<file path="src/rtl/im_boot_loader.sv">
// Byte-stream loader for the MIPS instruction memory: parses a big-endian length
// header, assembles 32-bit words, writes them to IM and holds the CPU in reset until done.
//
// state  | meaning
// LEN_HI | waiting for length high byte
// LEN_LO | waiting for length low byte, range-checks N
// DATA   | assembling/writing words (one bubble per im_we)
// DONE   | image written, CPU released, input ignored
// ERR    | length out of range, CPU held in reset
module im_boot_loader #(
  parameter int IM_DEPTH = 1024,
  parameter int ADDR_W   = 10
) (
  input  logic              clk,
  input  logic              rst,
  input  logic              in_valid,
  input  logic [7:0]        in_data,
  output logic              in_ready,
  output logic              im_we,
  output logic [ADDR_W-1:0] im_addr,
  output logic [31:0]       im_wdata,
  output logic              cpu_rst,
  output logic              load_done,
  output logic              load_err,
  output logic [ADDR_W:0]   words_loaded
);

  typedef enum logic [2:0] {
    S_LEN_HI = 3'd0,
    S_LEN_LO = 3'd1,
    S_DATA   = 3'd2,
    S_DONE   = 3'd3,
    S_ERR    = 3'd4
  } state_t;

  localparam logic [16:0] DEPTH_L = 17'(IM_DEPTH);

  state_t            state_q, state_d;
  logic [7:0]        len_hi_q, len_hi_d;
  logic [15:0]       len_q, len_d;
  logic [1:0]        cnt_q, cnt_d;
  logic [23:0]       word_q, word_d;
  logic              we_q, we_d;
  logic [ADDR_W-1:0] addr_q, addr_d;
  logic [31:0]       wdata_q, wdata_d;
  logic [ADDR_W:0]   words_q, words_d;

  logic        xfer;
  logic [15:0] len_full;
  logic        last_word;

  assign xfer      = in_valid && in_ready;
  assign len_full  = {len_hi_q, in_data};
  assign last_word = (17'(words_q) + 17'd1) == {1'b0, len_q};

  always_ff @(posedge clk) begin
    if (rst) begin
      state_q  <= S_LEN_HI;
      len_hi_q <= '0;
      len_q    <= '0;
      cnt_q    <= '0;
      word_q   <= '0;
      we_q     <= 1'b0;
      addr_q   <= '0;
      wdata_q  <= '0;
      words_q  <= '0;
    end else begin
      state_q  <= state_d;
      len_hi_q <= len_hi_d;
      len_q    <= len_d;
      cnt_q    <= cnt_d;
      word_q   <= word_d;
      we_q     <= we_d;
      addr_q   <= addr_d;
      wdata_q  <= wdata_d;
      words_q  <= words_d;
    end
  end

  always_comb begin
    state_d = state_q;
    unique case (state_q)
      S_LEN_HI: if (xfer) state_d = S_LEN_LO;
      S_LEN_LO: begin
        if (xfer) begin
          if (len_full == 16'd0)                state_d = S_DONE;
          else if ({1'b0, len_full} > DEPTH_L)  state_d = S_ERR;
          else                                  state_d = S_DATA;
        end
      end
      S_DATA:   if (we_q && last_word) state_d = S_DONE;
      S_DONE:   state_d = S_DONE;
      S_ERR:    state_d = S_ERR;
      default:  state_d = S_LEN_HI;
    endcase
  end

  // Datapath: the fourth byte of a word goes straight into wdata so the write
  // lands one cycle after it transfers.
  always_comb begin
    len_hi_d = len_hi_q;
    len_d    = len_q;
    cnt_d    = cnt_q;
    word_d   = word_q;
    we_d     = 1'b0;
    addr_d   = addr_q;
    wdata_d  = wdata_q;
    words_d  = words_q;
    unique case (state_q)
      S_LEN_HI: if (xfer) len_hi_d = in_data;
      S_LEN_LO: if (xfer) len_d = len_full;
      S_DATA: begin
        if (we_q) words_d = words_q + 1'b1;
        if (xfer) begin
          cnt_d  = cnt_q + 2'd1;
          word_d = {word_q[15:0], in_data};
          if (cnt_q == 2'd3) begin
            we_d    = 1'b1;
            addr_d  = words_q[ADDR_W-1:0];
            wdata_d = {word_q, in_data};
          end
        end
      end
      default: ;
    endcase
  end

  always_comb begin
    in_ready  = 1'b0;
    cpu_rst   = 1'b1;
    load_done = 1'b0;
    load_err  = 1'b0;
    unique case (state_q)
      S_LEN_HI: in_ready = 1'b1;
      S_LEN_LO: in_ready = 1'b1;
      S_DATA:   in_ready = !we_q;
      S_DONE: begin
        cpu_rst   = 1'b0;
        load_done = 1'b1;
      end
      S_ERR:    load_err = 1'b1;
      default: ;
    endcase
  end

  assign im_we        = we_q;
  assign im_addr      = addr_q;
  assign im_wdata     = wdata_q;
  assign words_loaded = words_q;

endmodule

</file>
<file path="config.mk">
export PLATFORM = sky130hd
export DESIGN_NAME = im_boot_loader
export DESIGN_NICKNAME = d
export VERILOG_FILES = /design/src/rtl/im_boot_loader.sv
export SDC_FILE = /design/constraint.sdc
export NUM_CORES = 1
export LEC_CHECK = 0
export BUFFER_PORTS_ARGS = -buffer_cell sky130_fd_sc_hd__buf_2
export CORE_UTILIZATION = 31
export CTS_CLUSTER_SIZE = 8
export DETAILED_ROUTE_END_ITERATION = 8
export GPL_TIMING_DRIVEN = 0
export HOLD_SLACK_MARGIN = 0.12
export PLACE_DENSITY = 0.46
export REMOVE_ABC_BUFFERS = 1
export SYNTH_ARGS = -nofsm -noshare
export SYNTH_HDL_FRONTEND = slang
export SYNTH_SLANG_ARGS = --single-unit
</file>
<file path="constraint.sdc">
create_clock -name clk -period 2.4 [get_ports clk]
set_input_delay 0.36 -clock clk [delete_from_list [all_inputs] [get_ports clk]]
set_output_delay 0.36 -clock clk [all_outputs]
set_load 0.02 [all_outputs]
</file>
==> results.toml, run 1 <==
[placed_design]
placed_area_mm2 = 0.00477
place_inst = 762
dp.final_hpwl_um = 6940
globalplace.congestion = 0.752
place.port_buffers = 68

[routing]
vias = 3761
wl_um = 10900
ant_nets = 0
first_iter_violations = 254
wl_per_cell_um = 14.0
drt_first_pass_iters = 4
routed_via_density = 4.83
drc_errors = 0

[synthesis]
ys_types = 49
synthFlopType = "dfxtp_1"
syn_area_mm2 = 0.00434
syn_avg_cell_area_um2 = 7.84
synth_edf_count = 0
ys.warnings.count = 0
async_flop_share_pct = 0
syn_inst = 553
synth-seq-area-share_pct = 49.4
ys_seq_elements = 107

[critical_path]
worstSetupStartpointType = "register"
path_max_fanout = 8
path_class = "register to register"
cp.arrival_ps = 2460
worstSetupEndpointType = "register"
required_ps = 2660

[clock_tree]
h-tree-depth = 3
cts_root_buf = "clkbuf_16"
insertion_delay_ps = 350
clkTransAtPathRegs_ps = 70
cts_num_sinks = 107
cts_buffer_depth = 2
cts_tree = "built"
cts-buffers-inserted = 9

[cells_and_area]
final_cells = 779
nNetsFinal = 611
drive_gt1_share_pct = 16.1
mostFrequentLayoutCells = "nand2_1, dfxtp_1, a21oi_1"
diodes = 0
fin_area_mm2 = 0.00507
final_common_cell = "nand2_1"
area_growth_pct = 16.9

[global_routing]
grt_pass1_wl_um = 17500
grt_pass1_vias = 3497
grt_max_degree = 87
overflow = 0
grt_usage_pct = 15.3
antenna_found_initial = 0

[pwr]
p_per_area_mw_per_mm2 = 679
ir_drop_v = 0.000303
design_power_total_mw = 3.44
p_leak_nw = 1.86

[floorplan]
die_y_um = 120
core_mm2 = 0.0135
initial_core_util_pct = 32.2
die-area_mm2 = 0.0145
placementRows = 42
die_w_um = 120
num_io_pins = 69

[timing]
drv_slew = 0
tightest_slew_ps = 1020
timing.fmax_mhz = 454
max-slew-margin-rel_pct = 31.9
setup_violations = 0
hold_viol = 0
rsz0062_at_grt = "no"
fin_skew_ps = 8.43
finalCritPeriodShare_pct = 91.8
period_needed_ps = 2200

[min_path]
hp-class = "input port to register"

[job]
maxCapViolCount = 0

[outcome]
outcome = "completed"
## final cells by class
class | count | area (um^2)
fill | 1481 | 8380
sequential | 107 | 2140
multi-input combinational | 403 | 2010
timing repair buffer | 70 | 385
clock buffer | 12 | 246
tap | 176 | 220
clock inverter | 4 | 33.8
inverter | 7 | 26.3
## cells by family (layout without fill, tap and decap cells)
logic type                 after synthesis  count (layout)  share of synthesized area (%)
and+or+nand+nor                        267             268                           26.8
AOI/OAI and AO/OA                      113             113                           14.3
DFF                                    107             107                           49.4
buffers and inverters                   44              93                           4.90
xor gates and xnor gates                20              20                           4.04
adders and majority gates                2               2                          0.577
## power by group
part / internal, mW / switching [mW]
Clock: 0.745 / 0.670
Combinational: 0.0632 / 0.130
Sequential: 1.80 / 0.0317
Total: 2.61 / 0.831
## worst paths after layout
path                            slack [ps]                        to                          from  depth (start not counted)
worst min-delay path                   300  len_hi_q[1]$_SDFFE_PP0P_                    in_data[1]                          3
worst max-delay path                   200   state_q[0]$_SDFFE_PP0P_  words_loaded[1]$_SDFFE_PP0P_                          6
worst min register to register         450  im_wdata[5]$_SDFFE_PP0P_      im_wdata[5]$_SDFFE_PP0P_                          2
worst max register to register         200   state_q[0]$_SDFFE_PP0P_  words_loaded[1]$_SDFFE_PP0P_                          6
## metal layers
metal	track usage, %	part of all wire (%)	up-vias
li1	-	-	1931
met4	6.79	1.8	0
met3	2.55	2.7	12
met1	19.5	47	1768
met5	0	0	-
met2	25.4	48	50
## cell usage after synthesis, types with 2 or more instances
library cell | instances | area [um^2]
or4_1 | 2 | 15.0
dfxtp_1 | 107 | 2140
ha_1 | 2 | 25.0
a211oi_1 | 2 | 15.0
nor3_1 | 9 | 45.0
inv_1 | 7 | 26.3
nand3_1 | 8 | 40.0
nand2_1 | 194 | 728
o21ai_0 | 3 | 15.0
clkbuf_1 | 27 | 101
a31oi_1 | 2 | 12.5
and2_1 | 2 | 12.5
xnor2_1 | 17 | 149
xor2_1 | 3 | 26.3
nand4_1 | 3 | 18.8
buf_2 | 5 | 25.0
a21oi_1 | 93 | 465
o211ai_1 | 3 | 22.5
clkbuf_8 | 3 | 41.3
nor2_1 | 18 | 67.6
o31a_1 | 2 | 17.5
or3_1 | 4 | 25.0
nor4_1 | 9 | 56.3
nand2b_1 | 3 | 18.8
## per-stage QoR
step | hold WS, ps | setup slack [ps] | TNS (ps) | utilization [%]
final | 297 | 197 | 0 | 37.7
after detailed placement | 444 | -80.5 | -1730 | 35.5
after floorplan | 425 | -360 | -15340 | -
after global placement | 438 | -1810 | -78730 | 35.0
after global routing | 290 | 36.7 | 0 | 37.7
after CTS | 285 | 11.4 | 0 | 37.6
## timing repair
item	4_1_cts	5_1_grt
gates resized for setup	2	3
setup buffers	0	0
endpoints found under the setup margin	42	10
hold buffers	0	0
pin swaps	0	1
cloned	0	1
## sequential cells by signal, indices dropped and copies added (netlist names)
name	flops
im_we	1
im_wdata	32
word_q	24
im_addr	10
len_hi_q	8
state_q	3
len_q	16
cnt_q	2
words_loaded	11
## worst max-delay path, cell delays in order (launching register included)
cell and delay, ps:
dfxtp_1 530, ha_1 370, nand3_1 200, or3_2 450, a21oi_1 150, o32ai_1 150, o31ai_2 260
Note: power is estimated with default switching activity, not from simulation.
==> run 2: changes to the inputs <==
--- a/config.mk
+++ b/config.mk
@@ -9,9 +9,8 @@
 export CORE_UTILIZATION = 31
 export CTS_CLUSTER_SIZE = 8
 export DETAILED_ROUTE_END_ITERATION = 8
-export GPL_TIMING_DRIVEN = 0
 export HOLD_SLACK_MARGIN = 0.12
-export PLACE_DENSITY = 0.46
+export PLACE_DENSITY = 0.57
 export REMOVE_ABC_BUFFERS = 1
 export SYNTH_ARGS = -nofsm -noshare
 export SYNTH_HDL_FRONTEND = slang
==> run 2 against run 1 <==
Net effect:
- sequential share of layout area shrank 0.34 points
- combinational power about the same
- global-route usage fell by 0.065 points
- largest cell class unchanged
- first-iteration DRC count increased by 16%
- worst hold slack barely moved
- setup slack gained 91 ps
- sequential power barely moved
- fmax rose by 4.3%
- cell count up 1.3%
- register-to-register slack gained 90 ps
==> results.toml, run 2 (synthesis gave the netlist of run 1 again) <==
[outcome]
outcome = "completed"

[cells_and_area]
area_growth_pct = 17.8
regArea_mm2 = 0.00214
drive_gt1_share_pct = 17.3
diodes = 0
nNetsFinal = 622
multiInputGateArea_mm2 = 0.00199
largest_reg_flops = 32
final_common_cell = "nand2_1"
mostFrequentLayoutCells = "nand2_1, dfxtp_1, a21oi_1"
final_cells = 789
fillers = 1425

[pwr]
p_per_area_mw_per_mm2 = 662
ir_drop_v = 0.000323
p_leak_nw = 1.88

[timing]
drv_slew = 0
fin_skew_ps = 6.43
rsz0062_at_grt = "no"
hold_ws_ps = 297
timing.fmax_mhz = 473
hold_viol = 0
finalCritPeriodShare_pct = 88.0
period_needed_ps = 2110
tightest_slew_ps = 894
setup_violations = 0
max-slew-margin-rel_pct = 40.4

[critical_path]
worstSetupStartpointType = "register"
cp.arrival_ps = 2370
required_ps = 2650
path_class = "register to register"
worstSetupEndpointType = "register"
path_max_fanout = 10

[global_routing]
grt_max_degree = 107
use_met1_pct = 20.7
use_met2_pct = 23.6
overflow = 0
met3_usage_pct = 3.58
grt_usage_pct = 15.2
busiest_layer = "met2"
grt_pass1_vias = 3455
grt_pass1_wl_um = 17300
antenna_found_initial = 0

[placed_design]
dp.final_hpwl_um = 7560
globalplace.congestion = 0.823
place.port_buffers = 68
place_inst = 774

[routing]
first_iter_violations = 294
vias = 3852
routed_via_density = 4.88
wl_um = 10700
drt_first_pass_iters = 4
ant_nets = 0
wl_per_cell_um = 13.6
drc_errors = 0

[floorplan]
die_y_um = 120
num_io_pins = 69
die-area_mm2 = 0.0145
core_mm2 = 0.0135
placementRows = 42
die_w_um = 120
initial_core_util_pct = 32.2

[min_path]
hp-class = "input port to register"

[clock_tree]
cts_resized = 0
cts_root_buf = "clkbuf_16"
insertion_delay_ps = 340
cts_hold_buf = 0
clkTransAtPathRegs_ps = 70
h-tree-depth = 3
cts_buffer_depth = 2
cts_num_sinks = 107
cts_tree = "built"
cts_setup_buffers = 0
cts-buffers-inserted = 9

[job]
maxCapViolCount = 0
==> run 2: through the flow <==
stage          instance area [um^2]  total power, mW  worst slack [ps]  utilization [%]  setup TNS, ps
2_1_floorplan                  4150             1.97              -360                -         -15340
3_3_place_gp                   4840             2.07               312             36.0              0
3_5_place_dp                   4840             2.07               212             36.0              0
4_1_cts                        5110             3.44               174             38.0              0
5_1_grt                        5110             3.55              84.0             38.0              0
6_report                       5110             3.39               287             38.0              0
==> run 2: final cells by class <==
cell class	instances	area share, %
clock buffer	11	4.75
clock inverter	4	0.539
timing repair buffer	82	9.01
multi-input combinational	402	38.9
inverter	7	0.514
sequential	107	41.9
tap	176	4.31
==> run 2: routing by layer <==
layer	share of wire [%]	wire length (um)
met2	47	5010
met5	0	0
met1	47	5080
met4	0.83	89
met3	4.9	525
==> run 2: path summary, 6_finish.rpt <==
check                                             startpoint                   endpoint  slack, ps  depth (start not counted)
worst min-delay path                              in_data[0]      len_q[0]$_SDFFE_PP0P_        300                          3
worst max register to register  words_loaded[6]$_SDFFE_PP0P_    state_q[0]$_SDFFE_PP0P_        290                          5
worst max-delay path            words_loaded[6]$_SDFFE_PP0P_    state_q[0]$_SDFFE_PP0P_        290                          5
worst min register to register     im_wdata[27]$_SDFFE_PP0P_  im_wdata[27]$_SDFFE_PP0P_        450                          2
==> run 2: power breakdown <==
group	switching, mW	internal, mW	total [mW]
clock	0.630	0.727	1.36
sequential	0.0324	1.80	1.84
combinational	0.127	0.0669	0.194
total	0.789	2.60	3.39
==> run 2: worst max-delay path: stages, from the launching register on <==
cell     delay (ps)
dfxtp_1         560
nand3_1         230
o31a_1          310
or4_1           460
and3_1          210
o31ai_2         250
==> run 3: changes to the inputs <==
--- a/config.mk
+++ b/config.mk
@@ -6,11 +6,11 @@
 export NUM_CORES = 1
 export LEC_CHECK = 0
 export BUFFER_PORTS_ARGS = -buffer_cell sky130_fd_sc_hd__buf_2
-export CORE_UTILIZATION = 31
+export CORE_UTILIZATION = 56
 export CTS_CLUSTER_SIZE = 8
 export DETAILED_ROUTE_END_ITERATION = 8
 export HOLD_SLACK_MARGIN = 0.12
-export PLACE_DENSITY = 0.57
+export PLACE_DENSITY = 0.87
 export REMOVE_ABC_BUFFERS = 1
 export SYNTH_ARGS = -nofsm -noshare
 export SYNTH_HDL_FRONTEND = slang
==> run 3 against run 2 <==
Net effect:
- die area down 44%
- fmax shrank 1.3%
- setup slack worse by 28 ps
- first-iteration DRC count down 23%
- routed wire length decreased by 12%
- via count down 1.3%
- clock power decreased by 19%
- sequential cell count did not move
- clock skew up 8.4 ps
- global-route usage rose by 8.2 points
- worst hold slack got worse by 45 ps
==> results.toml, run 3 (synthesis gave the netlist of run 1 again) <==
[placed_design]
place.port_buffers = 68
place_inst = 694
place_ws_ps = 316
dp.final_hpwl_um = 6530
placed_area_mm2 = 0.00472
globalplace.congestion = 0.878

[clock_tree]
h-tree-depth = 3
clkTransAtPathRegs_ps = 110
cts_setup_buffers = 0
cts_resized = 0
cts_tree = "built"
cts_root_buf = "clkbuf_8"
cts_num_sinks = 107
insertion_delay_ps = 380
cts_hold_buf = 0
cts-buffers-inserted = 9
cts_buffer_depth = 2

[floorplan]
die-area_mm2 = 0.00810
die_w_um = 90.0
core_mm2 = 0.00737
num_io_pins = 69
initial_core_util_pct = 58.9
die_y_um = 90.0
placementRows = 31

[routing]
ant_nets = 0
first_iter_violations = 227
vias = 3803
routed_via_density = 5.36
wl_per_cell_um = 13.3
drt_first_pass_iters = 4
wl_um = 9460
drc_errors = 0

[pwr]
ir_drop_v = 0.000336
p_leak_nw = 1.83
design_power_total_mw = 3.12
p_per_area_mw_per_mm2 = 634

[critical_path]
worstPathCellList = "ha_1, nand3_1, or3_2, a21oi_1, o32ai_1, o31ai_2"
worstSetupStartpointType = "register"
max_stage_delay_ps = 580
worstSetupEndpointType = "register"
path_class = "register to register"
path_max_fanout = 9
cp.arrival_ps = 2430
critical-path-slowest-cell = "dfxtp_1"
required_ps = 2690

[timing]
timing.fmax_mhz = 467
rsz0062_at_grt = "no"
finalCritPeriodShare_pct = 89.2
max-slew-margin-rel_pct = 44.0
hold_viol = 0
period_needed_ps = 2140
fin_ws_ps = 259
fin_skew_ps = 14.9
setup_violations = 0
drv_slew = 0
tightest_slew_ps = 840

[cells_and_area]
drive_gt1_share_pct = 16.9
diodes = 0
nNetsFinal = 619
largest_reg_flops = 32
final_cells = 710
final_common_cell = "nand2_1"
area_growth_pct = 13.4
mostFrequentLayoutCells = "nand2_1, dfxtp_1, a21oi_1"
fin_area_mm2 = 0.00492
finish.utilization_pct = 66.7

[global_routing]
antenna_found_initial = 0
grt_pass1_wl_um = 15600
overflow = 0
grt_pass1_vias = 3421
grt_usage_pct = 23.5
grt_max_degree = 79

[job]
maxCapViolCount = 0

[min_path]
hp-class = "input port to register"

[outcome]
outcome = "completed"
-- run 3: changes by cell type in the layout (fill, tap and decap cells not counted), moves of 2 or more --
| cell | delta |
|---|---|
| clkbuf_16 | -9 |
| clkinv_2 | -2 |
| inv_8 | +3 |
| buf_4 | -3 |
| clkbuf_8 | +9 |
| inv_6 | +2 |
-- run 3: critical path: cells and delay by family, from the launching register on --
family	cells	cell delay, ps
AO/OA/AOI/OAI	3	510
adder cells (fa/ha/maj)	1	350
flip-flops	1	580
AND/OR/NAND/NOR	2	620
-- run 3: final cells by class --
| class | count | area, um^2 |
|---|---|---|
| Fill cell | 635 | 2450 |
| Sequential cell | 107 | 2140 |
| Multi-Input combinational cell | 402 | 1990 |
| Timing Repair Buffer | 79 | 438 |
| Clock buffer | 10 | 138 |
| Tap cell | 99 | 124 |
| Clock inverter | 6 | 60.1 |
| Inverter | 7 | 26.3 |
-- run 3: per-stage QoR --
stage | hold slack [ps] | TNS [ps]
finish | 252 | 0
global route | 242 | 0
CTS | 240 | 0
detailed placement | 445 | 0
global placement | 439 | 0
floorplan | 425 | -15340
-- run 3: final timing paths --
check,startpoint,slack (ps),cells after the start,end
worst max-delay path,words_loaded[0]$_SDFFE_PP0P_,260,6,state_q[0]$_SDFFE_PP0P_
worst max register to register,words_loaded[0]$_SDFFE_PP0P_,260,6,state_q[0]$_SDFFE_PP0P_
worst min-delay path,in_data[4],250,3,im_wdata[4]$_SDFFE_PP0P_
worst min register to register,im_wdata[26]$_SDFFE_PP0P_,450,2,im_wdata[26]$_SDFFE_PP0P_
-- run 3: routing by layer --
metal	share of wire (%)	vias to the layer above	track usage, %
met5	0	-	0
met4	1.4	0	11.0
met3	4.9	10	2.96
met2	49	84	39.4
met1	45	1763	30.0
li1	-	1946	-
-- run 3: power breakdown --
part	internal [mW]	total [mW]	switching (mW)
logic	0.0629	0.187	0.124
registers	1.80	1.83	0.0311
clock network	0.437	1.10	0.659
